### src/rtl/pfa_pkg.sv
// Shared types for the pipelined-full-adder nibble packer.
// Contents: nibble width constant, nibble type, collect-FSM state enum.
package pfa_pkg;

    localparam int unsigned NIBBLE_W = 4;

    typedef logic [NIBBLE_W-1:0] nibble_t;

    typedef enum logic {
        IDLE    = 1'b0,
        COLLECT = 1'b1
    } collect_state_e;

endpackage : pfa_pkg

### src/rtl/pfa_out_slot.sv
// Single-entry valid/ready output register for packed words.
// Ports:
//   clk, rst        clock, synchronous active-low reset
//   load_i          a completed word is written this cycle
//   word_i/cout_i/nibs_i  payload of the completed word
//   out_ready       consumer takes the held word this cycle
//   out_valid/out_word/out_cout/out_nibs  registered slot contents
//   free_c          slot can take a new word this cycle (combinational)
module pfa_out_slot #(
    parameter int unsigned WORD_W = 16,
    parameter int unsigned NIBS_W = 3
) (
    input  logic              clk,
    input  logic              rst,
    input  logic              load_i,
    input  logic [WORD_W-1:0] word_i,
    input  logic              cout_i,
    input  logic [NIBS_W-1:0] nibs_i,
    input  logic              out_ready,
    output logic              out_valid,
    output logic [WORD_W-1:0] out_word,
    output logic              out_cout,
    output logic [NIBS_W-1:0] out_nibs,
    output logic              free_c
);

    logic              valid_q;
    logic [WORD_W-1:0] word_q;
    logic              cout_q;
    logic [NIBS_W-1:0] nibs_q;

    // A load always wins: it is only issued when the slot is free, which
    // covers reloading in the same cycle as a handshake.
    always_ff @(posedge clk) begin
        if (!rst) begin
            valid_q <= 1'b0;
            word_q  <= '0;
            cout_q  <= 1'b0;
            nibs_q  <= '0;
        end else if (load_i) begin
            valid_q <= 1'b1;
            word_q  <= word_i;
            cout_q  <= cout_i;
            nibs_q  <= nibs_i;
        end else if (out_ready) begin
            valid_q <= 1'b0;
        end
    end

    assign free_c    = !valid_q || out_ready;
    assign out_valid = valid_q;
    assign out_word  = word_q;
    assign out_cout  = cout_q;
    assign out_nibs  = nibs_q;

endmodule : pfa_out_slot

### src/rtl/pfa_nibble_packer.sv
// Packs NIBBLES adder sum nibbles (LSB first) into one word, feeds the
// running carry back to the adder cin, and offers words on a valid/ready slot.
// Ports:
//   clk, rst                 clock, synchronous active-low reset
//   in_valid/in_ready        input nibble handshake
//   in_sum, in_carry, in_last  nibble, carry vector (bit 3 used), early end
//   carry_fb                 registered carry for the adder's next cin
//   out_valid/out_ready      output word handshake
//   out_word, out_cout, out_nibs  packed word, final carry, nibble count
//   ovf_cnt                  words delivered with out_cout=1 (PACKER_OVF_CNT_EN)
// Build option: define PACKER_OVF_CNT_EN to add the saturating ovf_cnt port.
module pfa_nibble_packer
    import pfa_pkg::*;
#(
    parameter int unsigned NIBBLES = 4,
    parameter int unsigned CNT_W   = 8
) (
    input  logic                          clk,
    input  logic                          rst,
    input  logic                          in_valid,
    output logic                          in_ready,
    input  nibble_t                       in_sum,
    input  logic [NIBBLE_W-1:0]           in_carry,
    input  logic                          in_last,
    output logic                          carry_fb,
    output logic                          out_valid,
    input  logic                          out_ready,
    output logic [NIBBLE_W*NIBBLES-1:0]   out_word,
    output logic                          out_cout,
    output logic [$clog2(NIBBLES+1)-1:0]  out_nibs
`ifdef PACKER_OVF_CNT_EN
    ,
    output logic [CNT_W-1:0]              ovf_cnt
`endif
);

    localparam int unsigned WORD_W = NIBBLE_W * NIBBLES;
    localparam int unsigned IDX_W  = $clog2(NIBBLES);
    localparam int unsigned NIBS_W = $clog2(NIBBLES + 1);

    collect_state_e    state_q, state_d;
    logic [IDX_W-1:0]  idx_q, idx_d;
    logic [WORD_W-1:0] buf_q, buf_d;
    logic              carry_q, carry_d;

    logic              accept_c;
    logic              done_c;
    logic              load_c;
    logic              free_c;
    logic [WORD_W-1:0] word_c;
    logic [NIBS_W-1:0] nibs_c;

    // Only carry bit 3 matters downstream.
    logic unused_c;
    assign unused_c = ^in_carry[2:0];

    assign in_ready = rst && free_c;
    assign accept_c = in_valid && in_ready;
    assign done_c   = in_last || (idx_q == IDX_W'(NIBBLES - 1));
    assign nibs_c   = NIBS_W'(idx_q) + NIBS_W'(1);

    // Collect state register.
    always_ff @(posedge clk) begin
        if (!rst) begin
            state_q <= IDLE;
            idx_q   <= '0;
            buf_q   <= '0;
            carry_q <= 1'b0;
        end else begin
            state_q <= state_d;
            idx_q   <= idx_d;
            buf_q   <= buf_d;
            carry_q <= carry_d;
        end
    end

    // Next-state: insert nibble, then either finish the word or advance.
    always_comb begin
        state_d = state_q;
        idx_d   = idx_q;
        buf_d   = buf_q;
        carry_d = carry_q;
        load_c  = 1'b0;
        // Upper nibbles of buf are still zero, so the word is zero-filled.
        word_c  = buf_q;
        word_c[int'(idx_q)*NIBBLE_W +: NIBBLE_W] = in_sum;

        if (accept_c) begin
            if (done_c) begin
                load_c  = 1'b1;
                idx_d   = '0;
                buf_d   = '0;
                carry_d = 1'b0;
                state_d = IDLE;
            end else begin
                buf_d   = word_c;
                idx_d   = idx_q + IDX_W'(1);
                carry_d = in_carry[NIBBLE_W-1];
                state_d = COLLECT;
            end
        end
    end

    assign carry_fb = carry_q;

    pfa_out_slot #(
        .WORD_W (WORD_W),
        .NIBS_W (NIBS_W)
    ) u_out_slot (
        .clk       (clk),
        .rst       (rst),
        .load_i    (load_c),
        .word_i    (word_c),
        .cout_i    (in_carry[NIBBLE_W-1]),
        .nibs_i    (nibs_c),
        .out_ready (out_ready),
        .out_valid (out_valid),
        .out_word  (out_word),
        .out_cout  (out_cout),
        .out_nibs  (out_nibs),
        .free_c    (free_c)
    );

`ifdef PACKER_OVF_CNT_EN
    logic [CNT_W-1:0] ovf_q;

    // Saturating count of delivered words that carried out.
    always_ff @(posedge clk) begin
        if (!rst) begin
            ovf_q <= '0;
        end else if (out_valid && out_ready && out_cout && (ovf_q != '1)) begin
            ovf_q <= ovf_q + CNT_W'(1);
        end
    end

    assign ovf_cnt = ovf_q;
`else
    logic [CNT_W-1:0] unused_cnt_c;
    assign unused_cnt_c = '0;
`endif

endmodule : pfa_nibble_packer

### config.mk
export PLATFORM = sky130hd
export DESIGN_NAME = pfa_nibble_packer
export DESIGN_NICKNAME = d
export VERILOG_FILES = /design/src/rtl/pfa_pkg.sv /design/src/rtl/pfa_out_slot.sv /design/src/rtl/pfa_nibble_packer.sv
export SDC_FILE = /design/constraint.sdc
export NUM_CORES = 1
export LEC_CHECK = 0
export BUFFER_PORTS_ARGS = -buffer_cell sky130_fd_sc_hd__buf_4
export CAP_MARGIN = 20
export CELL_PAD_IN_SITES_DETAIL_PLACEMENT = 2
export CELL_PAD_IN_SITES_GLOBAL_PLACEMENT = 2
export CORE_UTILIZATION = 30
export DETAILED_ROUTE_END_ITERATION = 12
export GPL_TIMING_DRIVEN = 0
export HOLD_SLACK_MARGIN = 0.03
export PLACE_DENSITY_LB_ADDON = 0.1
export SETUP_SLACK_MARGIN = 0.4
export SYNTH_ARGS = -nofsm -noshare
export SYNTH_HDL_FRONTEND = slang
export SYNTH_SLANG_ARGS = --single-unit
### constraint.sdc
create_clock -name clk -period 1.6 [get_ports clk]
set_input_delay 0.24 -clock clk [delete_from_list [all_inputs] [get_ports clk]]
set_output_delay 0.24 -clock clk [all_outputs]
set_load 0.05 [all_outputs]
==> results.cfg, run 1 <==
[layout]
nets = 267
final_util_pct = 49.8
stdcell_count = 320
drive_gt1_share_pct = 54.8
area_growth_pct = 56.0
num_antenna_cells = 0

[clock_network]
numCtsBuffers = 5
cts.htree.levels = 2
clk_path_buf_depth = 2
cts_tree = done
numClockSinks = 40
clkLatencyLatePin_ns = 0.29
clk_pin_slew_worst_paths_ns = 0.09
root_buffer = clkbuf_8
holdBufCountCts = 0

[timing]
fmax_mhz = 631
skew_ns = 0.0118
rsz0062_at_grt = yes
period_minus_slack_ns = 1.59
holdWs_ns = 0.216
slew_violations = 0
relSlewSlack_pct = 60.8
fin_crit_sh_pct = 99.1
tightest_slew_ns = 0.588
final_hold_viol_count = 0
setup_violations = 0

[synth]
synth_async_sr_flop_share_pct = 0
syn_area_sq_um = 1810
yosysUniqueCellTypes = 38
syn_avg_cell_area_sq_um = 9.91
seq_area_frac_synth_pct = 44.2
syn_inst = 183
synth_seq_cells = 40
synth_fp_nets = 202
dominantRegCellSynth = dfxtp_1
synth-edff-count = 0
yosys_warnings = 0

[run]
cap_violations = 0

[critical_path]
critPathMaxFanout = 5
critical_path_class = flip-flop to flip-flop
crit_chain = ha_4, or2_4, o211ai_1, buf_4, a32oi_1, nor2b_1
cp-end-kind = flip-flop
required_ns = 1.82
worstPathArrival_ns = 1.81
crit_path_max_incr_delay_ns = 0.39
startpoint_type = flip-flop
r2r_setup_slack_ns = 0.01
crit_slowest_cell = dfxtp_4

[place]
hpwlAfterDp_um = 3910
placedCellCount = 287
gp_congestion = 0.737
io_buffer_count = 32

[route]
drcViolationCount = 0
wl_um = 6910
drt_iter0_markers = 47
ant_nets = 0
vias_per_cell = 5.43
drtPass1Iterations = 4
wl_per_cell_um = 21.6
vias = 1736

[floorplanning]
start_util_pct = 31.9
die_area_sq_um = 6360
die_y_um = 79.7
die_w_um = 79.7
core_sq_um = 5680
ioPinCount = 36
rows = 27

[global_route]
grt.overflow.total = 0
grt_max_degree = 13
grt_first_pass_wirelength_um = 9420
antenna_found_initial = 0
track_usage_pct = 19.9
grt_pass1_vias = 1774

[run_status]
status = finished, final reports clean

[hold_path]
hold_path.class = primary input to flip-flop

[power_and_ir_drop]
power.leakage_nw = 1.12
p_per_area_nw_per_um2 = 853
irDropWorstVdd_mv = 0.378
==> per-stage QoR <==
step	instance area, sq um	TNS [ns]	setup slack [ns]	total power, mW
6_report	2830	0	0.0148	2.41
5_1_grt	2830	-0.0821	-0.0516	2.51
4_1_cts	2570	0	0.116	2.37
3_5_place_dp	2260	-0.0171	-0.0145	1.41
3_3_place_gp	2260	0	0.0265	1.40
2_1_floorplan	1930	0	0.261	1.29
==> cells in the mapped netlist, types with 6 or more instances <==
master     number  area (sq um)
o21ai_0        12          60.1
nor2b_1         8          50.1
dfxtp_1        40           801
and2b_2         8          70.1
a221oi_1        6          52.6
o2bb2ai_1      10          87.6
ha_1            6          75.1
a32oi_1         6          52.6
a21boi_0        6          45.0
nand2_1        10          37.5
nor2_1          9          33.8
a21oi_1        17          85.1
==> placed cells by master (no fill, tap or decap), types with 2 or more instances in the layout <==
cell        n
nor4b_4     2
clkbuf_16   3
nor2_4      2
nor2_1      7
nand3_4     2
o21ai_1     3
a21oi_2     8
buf_8       2
nand3_1     2
buf_12      2
nor3_4      2
nand2_1     6
o2bb2ai_1   9
dfxtp_1    37
and2b_2     8
o211ai_1    2
a32oi_1     6
a221oi_2    6
o21ai_2     3
and2_2      2
ha_4        4
nand2_4     2
dfxtp_4     3
o21ai_0     9
a21oi_1    12
a21boi_1    4
nand2_2     4
clkbuf_8    5
clkbuf_1    2
buf_6       9
buf_4      47
nor2b_1     8
==> power breakdown <==
group          internal, mW  switching (mW)
registers              1.02          0.0225
logic                 0.180           0.274
clock network         0.552           0.363
total                  1.75           0.659
==> logic make-up (layout without fill, tap and decap cells) <==
kind of cell    after synthesis  after routing  share of synthesized area, %
compound gates               66             66                          24.5
fa+ha+maj                     6              6                          4.14
buf+inv                      13             77                          4.35
flops                        40             40                          44.2
mux                           3              3                          1.66
simple gates                 55             56                          21.2
==> worst max-delay path, delay by kind of cell (launching register included) <==
family,cells,cell delay (ns)
AO/OA/AOI/OAI,2,0.32
adder cells (fa/ha/maj),1,0.19
buffers and inverters,1,0.18
flip-flops,1,0.39
AND/OR/NAND/NOR,2,0.42
==> final cells by class <==
class,instances,area (sq um)
Fill cell,579,2850
Multi-Input combinational cell,131,1180
Sequential cell,40,812
Timing Repair Buffer,57,505
Clock buffer,6,93.8
Tap cell,72,90.1
Buffer,9,88.8
Clock inverter,1,30.0
Inverter,4,27.5
==> state kept, by name (all words and copies together), names as in the netlist <==
register              flops
buf_q                    16
carry_fb                  1
u_out_slot.out_word      16
u_out_slot.out_nibs       3
idx_q                     2
u_out_slot.out_valid      1
u_out_slot.out_cout       1
==> final timing paths <==
path | startpoint | cells past startpoint | endpoint
worst min-delay path | in_carry[3] | 3 | u_out_slot.out_cout
worst min register to register | buf_q[8] | 1 | buf_q[8]
worst max-delay path | idx_q[1] | 6 | buf_q[4]
worst max register to register | idx_q[1] | 6 | buf_q[4]
==> routing by layer <==
metal / wire length, um / vias to the layer above / global-route usage, %
met5: 0 / - / 0
met4: 155 / 0 / 5.89
met3: 224 / 16 / 3.31
met2: 3670 / 42 / 37.5
met1: 2860 / 876 / 22.6
li1: - / 802 / -
==> repair_timing <==
| item | CTS | global route |
|---|---|---|
| gates cloned | 1 | 2 |
| pin swaps | 9 | 18 |
| endpoints found under the hold margin | 0 | 0 |
| gates resized for setup | 14 | 40 |
| buffers inserted | 13 | 10 |
| endpoints found under the setup margin | 38 | 40 |
Power figures use the tool's default switching activity.
==> inputs of run 2 (changes only) <==
--- a/config.mk
+++ b/config.mk
@@ -7,9 +7,9 @@
 export LEC_CHECK = 0
 export BUFFER_PORTS_ARGS = -buffer_cell sky130_fd_sc_hd__buf_4
 export CAP_MARGIN = 20
-export CELL_PAD_IN_SITES_DETAIL_PLACEMENT = 2
+export CELL_PAD_IN_SITES_DETAIL_PLACEMENT = 1
 export CELL_PAD_IN_SITES_GLOBAL_PLACEMENT = 2
-export CORE_UTILIZATION = 30
+export CORE_UTILIZATION = 33
 export DETAILED_ROUTE_END_ITERATION = 12
 export GPL_TIMING_DRIVEN = 0
 export HOLD_SLACK_MARGIN = 0.03
==> constraint.sdc (replaced) <==
create_clock -name clk -period 1.8 [get_ports clk]
set_input_delay 0.27 -clock clk [delete_from_list [all_inputs] [get_ports clk]]
set_output_delay 0.27 -clock clk [all_outputs]
set_load 0.05 [all_outputs]
==> results.cfg, run 2 (synthesis gave the netlist of run 1 again) <==
[run_status]
status = finished, final reports clean

[power_and_ir_drop]
power_mw = 2.05
irDropWorstVdd_mv = 0.323
power.leakage_nw = 1.04
p_per_area_nw_per_um2 = 757

[layout]
multi_input_area_sq_um = 1140
area_growth_pct = 49.6
final_cell_mix = 41 x buf_4, 37 x dfxtp_1, 12 x a21oi_1, 10 x o2bb2ai_1, 10 x o21ai_0
final_common_cell = buf_4
num_antenna_cells = 0
register_area_sq_um = 810
drive_gt1_share_pct = 50.4
nets = 260
fillers = 579

[critical_path]
crit_chain = inv_8, ha_4, buf_4, nor4b_1, mux2i_1, o2bb2ai_1
r2r_start = idx_q[0]
cp-end-kind = flip-flop
critical_path_class = flip-flop to flip-flop
crit_slowest_cell = dfxtp_4
crit_path_max_incr_delay_ns = 0.44
worstPathArrival_ns = 1.73
crit_start = idx_q[0]
startpoint_type = flip-flop
critPathMaxFanout = 6
required_ns = 2.03

[global_route]
grt_pass1_vias = 1741
antenna_found_initial = 0
grt_max_degree = 13
grt_first_pass_wirelength_um = 8710
track_usage_pct = 19.0
grt.overflow.total = 0

[clock_network]
numClockSinks = 40
numCtsBuffers = 5
holdBufCountCts = 0
cts.htree.levels = 2
clk_path_buf_depth = 2
cts_tree = done
clk_pin_slew_worst_paths_ns = 0.08
clkLatencyLatePin_ns = 0.29
root_buffer = clkbuf_8

[floorplanning]
ioPinCount = 36
die_y_um = 76.1
die_w_um = 76.1
start_util_pct = 34.8
core_sq_um = 5200
rows = 26
die_area_sq_um = 5790

[route]
wl_um = 5450
vias_per_cell = 5.16
drcViolationCount = 0
vias = 1609
drtPass1Iterations = 4
wl_per_cell_um = 17.5
drt_iter0_markers = 61
ant_nets = 0

[place]
io_buffer_count = 32
gp_congestion = 0.773
hpwlAfterDp_um = 3540

[timing]
rsz0062_at_grt = yes
tightest_slew_ns = 0.520
fmax_mhz = 667
skew_ns = 0.00313
setup_violations = 0
slew_violations = 0
tns_ns = 0
fin_crit_sh_pct = 83.3
period_minus_slack_ns = 1.50
relSlewSlack_pct = 65.4
final_hold_viol_count = 0

[hold_path]
hp-start = in_carry[3]
hold_path.class = primary input to flip-flop

[run]
cap_violations = 0
## run 2: cell types whose count changed in the layout (fill, tap and decap cells not counted), moves of 2 or more
cell      change
buf_4         -6
clkbuf_8      +2
a21boi_0      +3
nand2_1       +2
a221oi_4      +2
a221oi_2      -2
a21boi_1      -2
## run 2: power by group
part	internal (mW)	switching (mW)	leakage [nW]
clock	0.434	0.325	0.0627
sequential	0.910	0.0192	0.327
combinational	0.144	0.222	0.654
## run 2: stage by stage
stage | instance area (sq um) | hold slack (ns) | util, % | std cells | setup slack [ns]
global route | 2710 | 0.241 | 52.1 | 312 | 0.226
finish | 2710 | 0.234 | 52.1 | 312 | 0.301
detailed placement | 2170 | 0.442 | 41.6 | 285 | 0.108
CTS | 2490 | 0.234 | 47.9 | 303 | 0.320
floorplan | 1840 | 0.415 | - | 183 | 0.393
global placement | 2170 | 0.439 | 41.6 | 285 | 0.160
## run 2: area by class of cell
type,instances,share of cell area (%)
multi-input combinational,131,42.0
sequential,40,29.9
timing repair buffer,50,16.4
clock buffer,8,4.48
tap,70,3.23
buffer,9,3.09
inverter,4,0.923
## run 2: path summary, 6_finish.rpt
kind                            endpoint  slack (ns)  depth (start not counted)
hold reg to reg   u_out_slot.out_nibs[1]        0.46                          2
setup reg to reg               buf_q[13]        0.30                          6
hold / removal       u_out_slot.out_cout        0.23                          3
setup / recovery               buf_q[13]        0.30                          6
## run 2: per-layer routing
| metal | GRT usage (%) | vias up | wire, um |
|---|---|---|---|
| li1 | - | 786 | - |
| met5 | 0 | - | 0 |
| met2 | 33.9 | 30 | 2750 |
| met3 | 3.35 | 9 | 163 |
| met1 | 23.0 | 784 | 2430 |
| met4 | 6.35 | 0 | 114 |
## run 2: repair_timing
item	4_1_cts	5_1_grt
setup buffers	10	6
resized for setup	30	26
setup endpoints to repair	37	37
cloned	0	3
pin swaps	13	11
## run 2: worst max-delay path: cells and delay by family (launching register included)
kind,cells,cell delay (ns)
adder cells (fa/ha/maj),1,0.18
AO/OA/AOI/OAI,1,0.17
flip-flops,1,0.44
buffers and inverters,2,0.20
multiplexers,1,0.19
AND/OR/NAND/NOR,1,0.25
